File: src/rtl/axi2mem_busy_pkg.sv
// Shared types and defaults for the axi2mem outstanding-transaction tracker.
package axi2mem_busy_pkg;

    // Drain/quiesce handshake states.
    typedef enum logic [1:0] {
        RUN      = 2'd0,
        DRAIN    = 2'd1,
        QUIESCED = 2'd2
    } drain_state_e;

    // Default width of each per-port outstanding counter.
    localparam int unsigned DEFAULT_CNT_WIDTH = 4;

endpackage

File: src/rtl/axi2mem_busy_tracker_if.sv
// Sync-pulse inputs and status outputs of the busy tracker, grouped per side.
interface axi2mem_busy_tracker_if #(
    parameter int unsigned NUM_PORTS = 1
) ();

    logic [NUM_PORTS-1:0] aw_sync_i;
    logic [NUM_PORTS-1:0] b_sync_i;
    logic [NUM_PORTS-1:0] ar_sync_i;
    logic [NUM_PORTS-1:0] r_sync_i;
    logic                 drain_req_i;
    logic                 err_clear_i;
    logic                 busy_o;
    logic [NUM_PORTS-1:0] port_busy_o;
    logic [NUM_PORTS-1:0] aw_stall_o;
    logic [NUM_PORTS-1:0] ar_stall_o;
    logic                 drain_ack_o;
    logic                 err_overflow_o;
    logic                 err_underflow_o;

    // Tracker side.
    modport slave (
        input  aw_sync_i, b_sync_i, ar_sync_i, r_sync_i, drain_req_i, err_clear_i,
        output busy_o, port_busy_o, aw_stall_o, ar_stall_o, drain_ack_o,
        output err_overflow_o, err_underflow_o
    );

    // Channel-unit / power-control side.
    modport master (
        output aw_sync_i, b_sync_i, ar_sync_i, r_sync_i, drain_req_i, err_clear_i,
        input  busy_o, port_busy_o, aw_stall_o, ar_stall_o, drain_ack_o,
        input  err_overflow_o, err_underflow_o
    );

endinterface

File: src/rtl/axi2mem_busy_counter.sv
// One saturating up/down outstanding counter with limit and error-event flags.
module axi2mem_busy_counter #(
    parameter int unsigned CNT_WIDTH       = 4,
    parameter int unsigned MAX_OUTSTANDING = (2**CNT_WIDTH) - 1
) (
    input  logic                 clk_i,
    input  logic                 rst_ni,
    input  logic                 inc_i,
    input  logic                 dec_i,
    output logic [CNT_WIDTH-1:0] count_o,
    output logic                 nonzero_o,
    output logic                 at_limit_o,
    output logic                 overflow_o,
    output logic                 underflow_o
);

    localparam logic [CNT_WIDTH-1:0] CNT_MAX = '1;
    localparam logic [CNT_WIDTH-1:0] LIMIT   = CNT_WIDTH'(MAX_OUTSTANDING);

    logic [CNT_WIDTH-1:0] count_q;
    logic                 inc_only;
    logic                 dec_only;

    assign inc_only = inc_i & ~dec_i;
    assign dec_only = dec_i & ~inc_i;

    // Simultaneous issue and retire cancel; saturate at both ends.
    always_ff @(posedge clk_i or negedge rst_ni) begin
        if (!rst_ni) begin
            count_q <= '0;
        end else if (inc_only && (count_q != CNT_MAX)) begin
            count_q <= count_q + CNT_WIDTH'(1);
        end else if (dec_only && (count_q != '0)) begin
            count_q <= count_q - CNT_WIDTH'(1);
        end
    end

    assign count_o     = count_q;
    assign nonzero_o   = (count_q != '0);
    assign at_limit_o  = (count_q >= LIMIT);
    assign overflow_o  = inc_only & (count_q == CNT_MAX);
    assign underflow_o = dec_only & (count_q == '0);

endmodule

File: src/rtl/axi2mem_busy_tracker.sv
// Outstanding-transaction tracker: per-port write/read counters, busy/stall
// aggregation and the drain/quiesce handshake.
// Optional: define AXI2MEM_BUSY_ERR_EN for sticky overflow/underflow flags.
module axi2mem_busy_tracker
    import axi2mem_busy_pkg::*;
#(
    parameter int unsigned NUM_PORTS       = 1,
    parameter int unsigned CNT_WIDTH       = DEFAULT_CNT_WIDTH,
    parameter int unsigned MAX_OUTSTANDING = (2**CNT_WIDTH) - 1
) (
    input  logic                   clk_i,
    input  logic                   rst_ni,
    axi2mem_busy_tracker_if.slave  bus
);

    logic [NUM_PORTS-1:0][CNT_WIDTH-1:0] wcnt;
    logic [NUM_PORTS-1:0][CNT_WIDTH-1:0] rcnt;
    logic [NUM_PORTS-1:0] w_nz, r_nz, w_lim, r_lim;
    logic [NUM_PORTS-1:0] w_ovf, w_unf, r_ovf, r_unf;
    logic                 all_idle;
    logic                 any_issue;
    drain_state_e         state_q;

    // One write and one read counter per port.
    for (genvar p = 0; p < int'(NUM_PORTS); p++) begin : g_port
        axi2mem_busy_counter #(
            .CNT_WIDTH       (CNT_WIDTH),
            .MAX_OUTSTANDING (MAX_OUTSTANDING)
        ) u_wcnt (
            .clk_i       (clk_i),
            .rst_ni      (rst_ni),
            .inc_i       (bus.aw_sync_i[p]),
            .dec_i       (bus.b_sync_i[p]),
            .count_o     (wcnt[p]),
            .nonzero_o   (w_nz[p]),
            .at_limit_o  (w_lim[p]),
            .overflow_o  (w_ovf[p]),
            .underflow_o (w_unf[p])
        );

        axi2mem_busy_counter #(
            .CNT_WIDTH       (CNT_WIDTH),
            .MAX_OUTSTANDING (MAX_OUTSTANDING)
        ) u_rcnt (
            .clk_i       (clk_i),
            .rst_ni      (rst_ni),
            .inc_i       (bus.ar_sync_i[p]),
            .dec_i       (bus.r_sync_i[p]),
            .count_o     (rcnt[p]),
            .nonzero_o   (r_nz[p]),
            .at_limit_o  (r_lim[p]),
            .overflow_o  (r_ovf[p]),
            .underflow_o (r_unf[p])
        );
    end

    // Raw counts are only observed through the derived flags.
    logic unused_cnt;
    assign unused_cnt = ^{wcnt, rcnt};

    assign all_idle  = ~|{w_nz, r_nz};
    assign any_issue = (|bus.aw_sync_i) | (|bus.ar_sync_i);

    // Drain FSM; an issue while quiesced drops back to DRAIN.
    always_ff @(posedge clk_i or negedge rst_ni) begin
        if (!rst_ni) begin
            state_q <= RUN;
        end else begin
            case (state_q)
                RUN: begin
                    if (bus.drain_req_i) state_q <= DRAIN;
                end
                DRAIN: begin
                    if (!bus.drain_req_i) state_q <= RUN;
                    else if (all_idle)    state_q <= QUIESCED;
                end
                QUIESCED: begin
                    if (!bus.drain_req_i) state_q <= RUN;
                    else if (any_issue)   state_q <= DRAIN;
                end
                default: state_q <= RUN;
            endcase
        end
    end

    assign bus.busy_o      = ~all_idle;
    assign bus.port_busy_o = w_nz | r_nz;
    assign bus.aw_stall_o  = w_lim | {NUM_PORTS{state_q != RUN}};
    assign bus.ar_stall_o  = r_lim | {NUM_PORTS{state_q != RUN}};
    assign bus.drain_ack_o = (state_q == QUIESCED);

`ifdef AXI2MEM_BUSY_ERR_EN
    logic err_ovf_q;
    logic err_unf_q;

    // Sticky error flags; a new event in the clear cycle keeps the flag set.
    always_ff @(posedge clk_i or negedge rst_ni) begin
        if (!rst_ni) begin
            err_ovf_q <= 1'b0;
            err_unf_q <= 1'b0;
        end else begin
            if (|{w_ovf, r_ovf})      err_ovf_q <= 1'b1;
            else if (bus.err_clear_i) err_ovf_q <= 1'b0;
            if (|{w_unf, r_unf})      err_unf_q <= 1'b1;
            else if (bus.err_clear_i) err_unf_q <= 1'b0;
        end
    end

    assign bus.err_overflow_o  = err_ovf_q;
    assign bus.err_underflow_o = err_unf_q;
`else
    logic unused_err;
    assign unused_err = ^{w_ovf, w_unf, r_ovf, r_unf, bus.err_clear_i};

    assign bus.err_overflow_o  = 1'b0;
    assign bus.err_underflow_o = 1'b0;
`endif

endmodule

File: src/flat_wrapper.sv
// flat-port wrapper written by rule: the top's interface ports become plain ports
module axi2mem_busy_tracker_flat import axi2mem_busy_pkg::*;
#(
    parameter int unsigned NUM_PORTS       = 1,
    parameter int unsigned CNT_WIDTH       = DEFAULT_CNT_WIDTH,
    parameter int unsigned MAX_OUTSTANDING = (2**CNT_WIDTH) - 1
)
  (clk_i, rst_ni, bus_aw_sync_i, bus_b_sync_i, bus_ar_sync_i, bus_r_sync_i, bus_drain_req_i, bus_err_clear_i, bus_busy_o, bus_port_busy_o, bus_aw_stall_o, bus_ar_stall_o, bus_drain_ack_o, bus_err_overflow_o, bus_err_underflow_o);
  axi2mem_busy_tracker_if #(.NUM_PORTS(NUM_PORTS)) bus_i ();
  input  logic clk_i;
  input  logic rst_ni;
  input wire logic [$bits(bus_i.aw_sync_i)-1:0] bus_aw_sync_i;
  input wire logic [$bits(bus_i.b_sync_i)-1:0] bus_b_sync_i;
  input wire logic [$bits(bus_i.ar_sync_i)-1:0] bus_ar_sync_i;
  input wire logic [$bits(bus_i.r_sync_i)-1:0] bus_r_sync_i;
  input wire logic [$bits(bus_i.drain_req_i)-1:0] bus_drain_req_i;
  input wire logic [$bits(bus_i.err_clear_i)-1:0] bus_err_clear_i;
  output wire logic [$bits(bus_i.busy_o)-1:0] bus_busy_o;
  output wire logic [$bits(bus_i.port_busy_o)-1:0] bus_port_busy_o;
  output wire logic [$bits(bus_i.aw_stall_o)-1:0] bus_aw_stall_o;
  output wire logic [$bits(bus_i.ar_stall_o)-1:0] bus_ar_stall_o;
  output wire logic [$bits(bus_i.drain_ack_o)-1:0] bus_drain_ack_o;
  output wire logic [$bits(bus_i.err_overflow_o)-1:0] bus_err_overflow_o;
  output wire logic [$bits(bus_i.err_underflow_o)-1:0] bus_err_underflow_o;
  assign bus_i.aw_sync_i = bus_aw_sync_i;
  assign bus_i.b_sync_i = bus_b_sync_i;
  assign bus_i.ar_sync_i = bus_ar_sync_i;
  assign bus_i.r_sync_i = bus_r_sync_i;
  assign bus_i.drain_req_i = bus_drain_req_i;
  assign bus_i.err_clear_i = bus_err_clear_i;
  assign bus_busy_o = bus_i.busy_o;
  assign bus_port_busy_o = bus_i.port_busy_o;
  assign bus_aw_stall_o = bus_i.aw_stall_o;
  assign bus_ar_stall_o = bus_i.ar_stall_o;
  assign bus_drain_ack_o = bus_i.drain_ack_o;
  assign bus_err_overflow_o = bus_i.err_overflow_o;
  assign bus_err_underflow_o = bus_i.err_underflow_o;
  axi2mem_busy_tracker #(.NUM_PORTS(NUM_PORTS), .CNT_WIDTH(CNT_WIDTH), .MAX_OUTSTANDING(MAX_OUTSTANDING)) u_core (.clk_i(clk_i), .rst_ni(rst_ni), .bus(bus_i));
endmodule
File: config.mk
export PLATFORM = sky130hd
export DESIGN_NAME = axi2mem_busy_tracker_flat
export DESIGN_NICKNAME = d
export VERILOG_FILES = /design/src/rtl/axi2mem_busy_pkg.sv /design/src/rtl/axi2mem_busy_tracker_if.sv /design/src/rtl/axi2mem_busy_counter.sv /design/src/rtl/axi2mem_busy_tracker.sv /design/src/flat_wrapper.sv
export SDC_FILE = /design/constraint.sdc
export NUM_CORES = 1
export LEC_CHECK = 0
export ABC_AREA = 1
export CAP_MARGIN = 20
export CORE_UTILIZATION = 55
export CTS_CLUSTER_SIZE = 14
export DETAILED_ROUTE_END_ITERATION = 16
export HOLD_SLACK_MARGIN = 0.1
export PLACE_DENSITY = 0.82
export REMOVE_ABC_BUFFERS = 1
export SETUP_SLACK_MARGIN = 0.05
export SLEW_MARGIN = 25
export SYNTH_ARGS = -nofsm -noshare
export SYNTH_HDL_FRONTEND = slang
export SYNTH_HIERARCHICAL = 1
export SYNTH_SLANG_ARGS = --single-unit
export TNS_END_PERCENT = 10
File: constraint.sdc
create_clock -name clk_i -period 2.9 [get_ports clk_i]
set_input_delay 0.58 -clock clk_i [delete_from_list [all_inputs] [get_ports clk_i]]
set_output_delay 0.58 -clock clk_i [all_outputs]
set_load 0.02 [all_outputs]
==> summary.txt, run 1 <==
WORST HOLD PATH
----------------------------------------------------------------------------------
Tightest Hold Check Type ............................................ register to register

FLOORPLANNING
----------------------------------------------------------------------------------
I/O pin cnt .........................................................           15
DIE HEIGHT ..........................................................      41.2 µm
Horizontal die dimension ............................................      41.2 µm
CORE AREA ...........................................................     1370 µm²
Full die area .......................................................     1690 µm²
Site Rows ...........................................................           13
Initial standard-cell utilization of the core .......................        61.7%

STA
----------------------------------------------------------------------------------
Share of the clock period used by the worst path after layout .......        81.4%
Fin Clk Skew ........................................................      2.67 ps
Final number of setup-violating endpoints ...........................            0
Clock period minus worst slack ......................................      2360 ps
Final-report max-slew violation count ...............................            0
RSZ-0062 raised after global routing ................................           no
Setup tns final .....................................................         0 ps
Final count of hold timing violations ...............................            0
F_max ...............................................................      424 MHz

CLOCKING
----------------------------------------------------------------------------------
TritonCTS clock tree ................................................        built
Clock Tree Buf Depth ................................................            2
Resized Gates After CTS .............................................            0
Buffers inserted during post-CTS setup optimization .................            0
Number of H-tree branching levels ...................................            1
Clock latency of the later-clocked register in the worst-skew pair ..       270 ps
Clock sinks .........................................................           10
Clock root buffer master ............................................ sky130_fd_sc_hd__clkbuf_4
Clock Pin Slew Worst Setup and Hold Paths ...........................        60 ps
Hold_buf cts ........................................................            0
Number of buffers created by CTS ....................................            3

SETUP PATH
----------------------------------------------------------------------------------
Critical setup path kind ............................................ register to output pin
CP max-delay cell ................................................... sky130_fd_sc_hd__clkdlybuf4s50_1
Crit path cell chain ................................................ nand2_2 > nor2_1 > inv_1 > nand2_1 > clkdlybuf4s50_1
Kind of end point of the critical path ..............................   output pin
Family of cells with the greatest summed delay on the critical path . buffers and inverters
Nature of the critical path startpoint ..............................     register
Slowest cell delay on critical path .................................       600 ps
WP buf/inv ..........................................................            2
Worst-path fanout max ...............................................            6
Critical Path AT ....................................................      1780 ps
Critical Path RT ....................................................      2320 ps

DETAILED ROUTING
----------------------------------------------------------------------------------
Antenna viol nets, final ............................................            0
Initial DRC Count ...................................................           17
Per-cell routed wire length .........................................      10.6 µm
Via total after detailed routing ....................................          735
First-pass detailed-route iteration total ...........................            4
Final wirelength ....................................................      1.51 mm
DRC errors left .....................................................            0
Via density per instance ............................................         5.18

LAYOUT
----------------------------------------------------------------------------------
Fraction of final layout cells sized beyond drive strength 1 ........        16.5%
Finished Cell Area ..................................................      990 µm²
Count of antenna diodes in the layout ...............................            0
Count of fill cells added during filler insertion ...................          108
Layout net count ....................................................          142
Signed area change from the synthesized netlist to the final layout .        17.4%

POWER AND IR DROP
----------------------------------------------------------------------------------
Fraction of power consumed by sequential logic ......................        34.3%
Total power density per cell area ...................................   872 nW/µm²
Int Power ...........................................................       475 µW
Share of total power in the clock network ...........................        14.8%
Switching fraction of total power ...................................        45.0%
Maximum resistive drop on vdd .......................................     0.578 mV
Switching pwr .......................................................       388 µW
Leakage power total .................................................  0.000473 µW
Power share of the combinational group ..............................        51.0%

SYNTHESIS
----------------------------------------------------------------------------------
Post-Synthesis Mean Instance Area ...................................     7.40 µm²
Yosys warning total .................................................            6
Gate count of the mapped netlist ....................................          114
Post-synthesis instance area ........................................      843 µm²

RUN
----------------------------------------------------------------------------------
Number of maximum-capacitance constraint violations .................            0

GRT
----------------------------------------------------------------------------------
Number of global-route vias before repair ...........................          553
Overflow left after global routing ..................................            0
Global-route usage over all layers ..................................        21.0%
Maximum number of pins on one net before global-route repair ........           11
Number of antenna violations at the first check in global routing ...            0
Wire length of the first global-routing pass ........................      2.20 mm

PLACE
----------------------------------------------------------------------------------
Detailed placer's ending HPWL .......................................      1.24 mm
Number of buffer cells added on primary ports .......................           11
Placed Instance Area ................................................      953 µm²
Final weighted congestion of routability-driven global placement ....        0.827

RUN STATUS
----------------------------------------------------------------------------------
Run status .......................................................... finished, final reports clean

## per-layer routing
layer	wire length, µm	GRT usage [%]	share of wire [%]
met2	755	36.3	50
met3	85	8.15	5.6
met5	0	0	0
met4	0	7.26	0
met1	668	23.3	44
## worst register-to-register path, cell delays in order (launching register included)
cell and delay (ps):
sky130_fd_sc_hd__dfrtp_1 500, sky130_fd_sc_hd__nand2_2 120, sky130_fd_sc_hd__o21ai_4 270, sky130_fd_sc_hd__ha_1 320
sky130_fd_sc_hd__or2_1 240, sky130_fd_sc_hd__nand2_1 60, sky130_fd_sc_hd__nand2_1 70, sky130_fd_sc_hd__nand3_1 70
sky130_fd_sc_hd__nand2_1 50, sky130_fd_sc_hd__nand2_1 60
## worst paths after layout
kind / cells past startpoint / to / slack [ps] / start
worst max register to register: 9 / u_core/g_port[0].u_rcnt/count_o[3]$_DFFE_PN0P_ / 1090 / u_core/g_port[0].u_rcnt/count_o[0]$_DFFE_PN0P_
max in group asynchronous: 1 / u_core/g_port[0].u_wcnt/count_o[3]$_DFFE_PN0P_ / 1980 / rst_ni
min in group asynchronous: 1 / u_core/state_q[0]$_DFFE_PN0P_ / 610 / rst_ni
worst max-delay path: 5 / bus_ar_stall_o / 540 / u_core/g_port[0].u_rcnt/count_o[0]$_DFFE_PN0P_
worst min-delay path: 2 / u_core/g_port[0].u_wcnt/count_o[3]$_DFFE_PN0P_ / 550 / u_core/g_port[0].u_wcnt/count_o[3]$_DFFE_PN0P_
worst min register to register: 2 / u_core/g_port[0].u_wcnt/count_o[3]$_DFFE_PN0P_ / 550 / u_core/g_port[0].u_wcnt/count_o[3]$_DFFE_PN0P_
## through the flow
step / total power, µW / util [%] / hold WS, ps / setup slack (ps) / cells
after floorplan: 630 / - / 284 / 1180 / 112
after global placement: 709 / 69.8 / 533 / 564 / 138
after detailed placement: 733 / 69.8 / 537 / 538 / 138
after CTS: 869 / 72.4 / 555 / 537 / 142
after global routing: 950 / 72.4 / 592 / 455 / 142
final: 863 / 72.4 / 550 / 540 / 142
## power groups by stage
stage | registers [µW] | clock network [µW] | logic (µW)
after CTS | 292 | 134 | 443
after detailed placement | 295 | 0 | 438
final | 296 | 127 | 440
after floorplan | 272 | 0 | 357
after global routing | 304 | 140 | 506
after global placement | 293 | 0 | 416
## cells in the final DEF, fill, tap and decap left out, types with 3 or more instances in the layout
master	n
sky130_fd_sc_hd__nand3_1	7
sky130_fd_sc_hd__clkdlybuf4s50_1	11
sky130_fd_sc_hd__inv_2	3
sky130_fd_sc_hd__clkbuf_4	3
sky130_fd_sc_hd__dfrtp_1	10
sky130_fd_sc_hd__nor2_2	4
sky130_fd_sc_hd__a21oi_1	4
sky130_fd_sc_hd__inv_1	11
sky130_fd_sc_hd__nand2_1	31
sky130_fd_sc_hd__nor2_1	16
sky130_fd_sc_hd__ha_1	4
## flip-flops by register name, indices dropped and copies added, names as in the netlist
signal and flops:
u_core/state_q 2, u_core/g_port.u_wcnt/count_o 4, u_core/g_port.u_rcnt/count_o 4
## area by class of cell
| type | instances | area (µm²) | share of cell area (%) |
|---|---|---|---|
| Inverter | 14 | 52.6 | 5.31 |
| Timing Repair Buffer | 11 | 110 | 11.1 |
| Clock buffer | 4 | 36.3 | 3.67 |
| Multi-Input combinational cell | 88 | 522 | 52.7 |
| Tap cell | 15 | 18.8 | 1.90 |
| Sequential cell | 10 | 250 | 25.3 |
Note: power is estimated with default switching activity, not from simulation.
==> inputs of run 2 (changes only) <==
--- a/config.mk
+++ b/config.mk
@@ -7,11 +7,11 @@
 export LEC_CHECK = 0
 export ABC_AREA = 1
 export CAP_MARGIN = 20
-export CORE_UTILIZATION = 55
+export CORE_UTILIZATION = 46
 export CTS_CLUSTER_SIZE = 14
 export DETAILED_ROUTE_END_ITERATION = 16
 export HOLD_SLACK_MARGIN = 0.1
-export PLACE_DENSITY = 0.82
+export PLACE_DENSITY = 0.73
 export REMOVE_ABC_BUFFERS = 1
 export SETUP_SLACK_MARGIN = 0.05
 export SLEW_MARGIN = 25
==> constraint.sdc (replaced) <==
create_clock -name clk_i -period 2 [get_ports clk_i]
set_input_delay 0.4 -clock clk_i [delete_from_list [all_inputs] [get_ports clk_i]]
set_output_delay 0.4 -clock clk_i [all_outputs]
set_load 0.02 [all_outputs]
==> run 2 against run 1 <==
Register-to-register slack worse by 710 ps. Cell count is 12% higher. Die area is 19% higher. Largest cell class unchanged.
==> summary.txt, run 2 (synthesized netlist as in run 1, its figures left out) <==
FLOORPLANNING
----------------------------------------------------------------------------------
Initial standard-cell utilization of the core .......................        48.8%
CORE AREA ...........................................................     1730 µm²
Full die area .......................................................     2010 µm²
Horizontal die dimension ............................................      44.8 µm
DIE HEIGHT ..........................................................      44.8 µm
Site Rows ...........................................................           15
I/O pin cnt .........................................................           15

DETAILED ROUTING
----------------------------------------------------------------------------------
Antenna viol nets, final ............................................            0
Initial DRC Count ...................................................           10
DRC errors left .....................................................            0
Final wirelength ....................................................      1.55 mm
Wire length on met3 .................................................        69 µm
Wl on met1 ..........................................................       737 µm
Met2 Wirelength .....................................................       737 µm
Highest metal layer with signal wires ...............................         met4
Via total after detailed routing ....................................          735
Per-cell routed wire length .........................................      9.77 µm
First-pass detailed-route iteration total ...........................            4
Via density per instance ............................................         4.62

STA
----------------------------------------------------------------------------------
Final count of hold timing violations ...............................            0
Setup tns final .....................................................         0 ps
RSZ-0062 raised after global routing ................................          yes
F_max ...............................................................      538 MHz
Final number of setup-violating endpoints ...........................            0
Clock period minus worst slack ......................................      1860 ps
Final-report max-slew violation count ...............................            0
Fin Clk Skew ........................................................      3.92 ps
Share of the clock period used by the worst path after layout .......        92.9%

LAYOUT
----------------------------------------------------------------------------------
Most common cell after layout, fill and taps aside .................. sky130_fd_sc_hd__nand2_1
Count of antenna diodes in the layout ...............................            0
Post-layout util ....................................................        61.1%
Fraction of final layout cells sized beyond drive strength 1 ........        23.1%
Layout net count ....................................................          150
Signed area change from the synthesized netlist to the final layout .        25.1%
Most used cells in the layout excluding fill and tap cells .......... 31 x sky130_fd_sc_hd__nand2_1, 16 x sky130_fd_sc_hd__nor2_1, 11 x sky130_fd_sc_hd__inv_1

POWER AND IR DROP
----------------------------------------------------------------------------------
Leakage power total .................................................  0.000501 µW
Total power density per cell area ...................................  1210 nW/µm²
Overall power of the completed layout ...............................      1280 µW
Maximum resistive drop on vdd .......................................     0.653 mV

RUN STATUS
----------------------------------------------------------------------------------
Run status .......................................................... finished, final reports clean

CLOCKING
----------------------------------------------------------------------------------
Clock Pin Slew Worst Setup and Hold Paths ...........................        60 ps
TritonCTS clock tree ................................................        built
Buffers inserted during post-CTS setup optimization .................            0
Clock root buffer master ............................................ sky130_fd_sc_hd__clkbuf_4
Number of buffers created by CTS ....................................            3
Hold_buf cts ........................................................            0
Clock sinks .........................................................           10
Clock latency of the later-clocked register in the worst-skew pair ..       260 ps
Clock Tree Buf Depth ................................................            2
Number of H-tree branching levels ...................................            1

SETUP PATH
----------------------------------------------------------------------------------
Kind of end point of the critical path ..............................   output pin
Slowest cell delay on critical path .................................       450 ps
Critical Path RT ....................................................      1600 ps
Critical setup path kind ............................................ register to output pin
Worst-path fanout max ...............................................            5
Nature of the critical path startpoint ..............................     register
CP max-delay cell ................................................... sky130_fd_sc_hd__dfrtp_2
Crit path cell chain ................................................ nor2_1 > nand2_1 > or2_4 > dlygate4sd2_1
Critical Path AT ....................................................      1460 ps

GRT
----------------------------------------------------------------------------------
Maximum number of pins on one net before global-route repair ........           11
Number of antenna violations at the first check in global routing ...            0
Number of global-route vias before repair ...........................          660
Wire length of the first global-routing pass ........................      2.62 mm
Overflow left after global routing ..................................            0
Global-route usage over all layers ..................................        18.2%

WORST HOLD PATH
----------------------------------------------------------------------------------
Tightest Hold Check Type ............................................ input pin to asynchronous set/reset pin

PLACE
----------------------------------------------------------------------------------
Final weighted congestion of routability-driven global placement ....        0.858
Number of buffer cells added on primary ports .......................           11
Detailed placer's ending HPWL .......................................      1.28 mm

RUN
----------------------------------------------------------------------------------
Number of maximum-capacitance constraint violations .................            0

==> run 2: cell count changes in the layout (fill, tap and decap cells not counted), sizes merged <==
cell           change
buf                +8
clkbuf             -1
clkdlybuf4s50      -4
dlygate4sd2        +4
==> run 2: metrics by stage <==
step / area (µm²) / hold slack [ps] / cells / worst slack [ps]
after floorplan: 825 / 104 / 112 / 358
after global placement: 1030 / 527 / 156 / -92.5
after detailed placement: 1030 / 534 / 156 / -105
after CTS: 1050 / 459 / 159 / 132
after global routing: 1050 / 482 / 159 / 38.1
final: 1050 / 449 / 159 / 143
==> run 2: power breakdown <==
part / leakage, µW / internal, µW / switching (µW) / total, µW
clock: 0.0000138 / 69.0 / 59.7 / 129
sequential: 0.000118 / 294 / 110 / 404
combinational: 0.000370 / 343 / 404 / 746
==> run 2: what timing repair did <==
item | CTS | global route
resized for setup | 6 | 2
cloned | 0 | 0
setup endpoints to repair | 4 | 2
==> run 2: path summary, 6_finish.rpt <==
| path | depth (start not counted) | end | from | slack (ps) |
|---|---|---|---|---|
| worst min-delay path | 1 | u_core/g_port[0].u_rcnt/count_o[0]$_DFFE_PN0P_ | rst_ni | 450 |
| min in group clk_i | 2 | u_core/g_port[0].u_rcnt/count_o[3]$_DFFE_PN0P_ | u_core/g_port[0].u_rcnt/count_o[3]$_DFFE_PN0P_ | 550 |
| max in group asynchronous | 1 | u_core/g_port[0].u_wcnt/count_o[1]$_DFFE_PN0P_ | rst_ni | 1230 |
| worst min register to register | 2 | u_core/g_port[0].u_rcnt/count_o[3]$_DFFE_PN0P_ | u_core/g_port[0].u_rcnt/count_o[3]$_DFFE_PN0P_ | 550 |
| worst max-delay path | 4 | bus_busy_o | u_core/g_port[0].u_rcnt/count_o[1]$_DFFE_PN0P_ | 140 |
| worst max register to register | 9 | u_core/g_port[0].u_wcnt/count_o[3]$_DFFE_PN0P_ | u_core/g_port[0].u_wcnt/count_o[1]$_DFFE_PN0P_ | 380 |
==> run 2: final cells by class <==
class / count / area, µm²
multi-input cells: 88 / 531
clock buffers: 3 / 22.5
well taps: 25 / 31.3
flip-flops and latches: 10 / 253
inverters: 14 / 52.6
fillers: 171 / 672
repair buffers: 19 / 165
==> run 2: layer usage <==
layer	vias to the layer above	track usage [%]
met5	-	0
met4	0	6.06
met3	2	6.00
met2	19	30.9
met1	323	21.7
li1	391	-
==> run 2: critical path, delay by kind of cell, from the launching register on <==
family                 cells  cell delay (ps)
buffers and inverters      1              320
DFF                        1              450
and+or+nand+nor            3              430
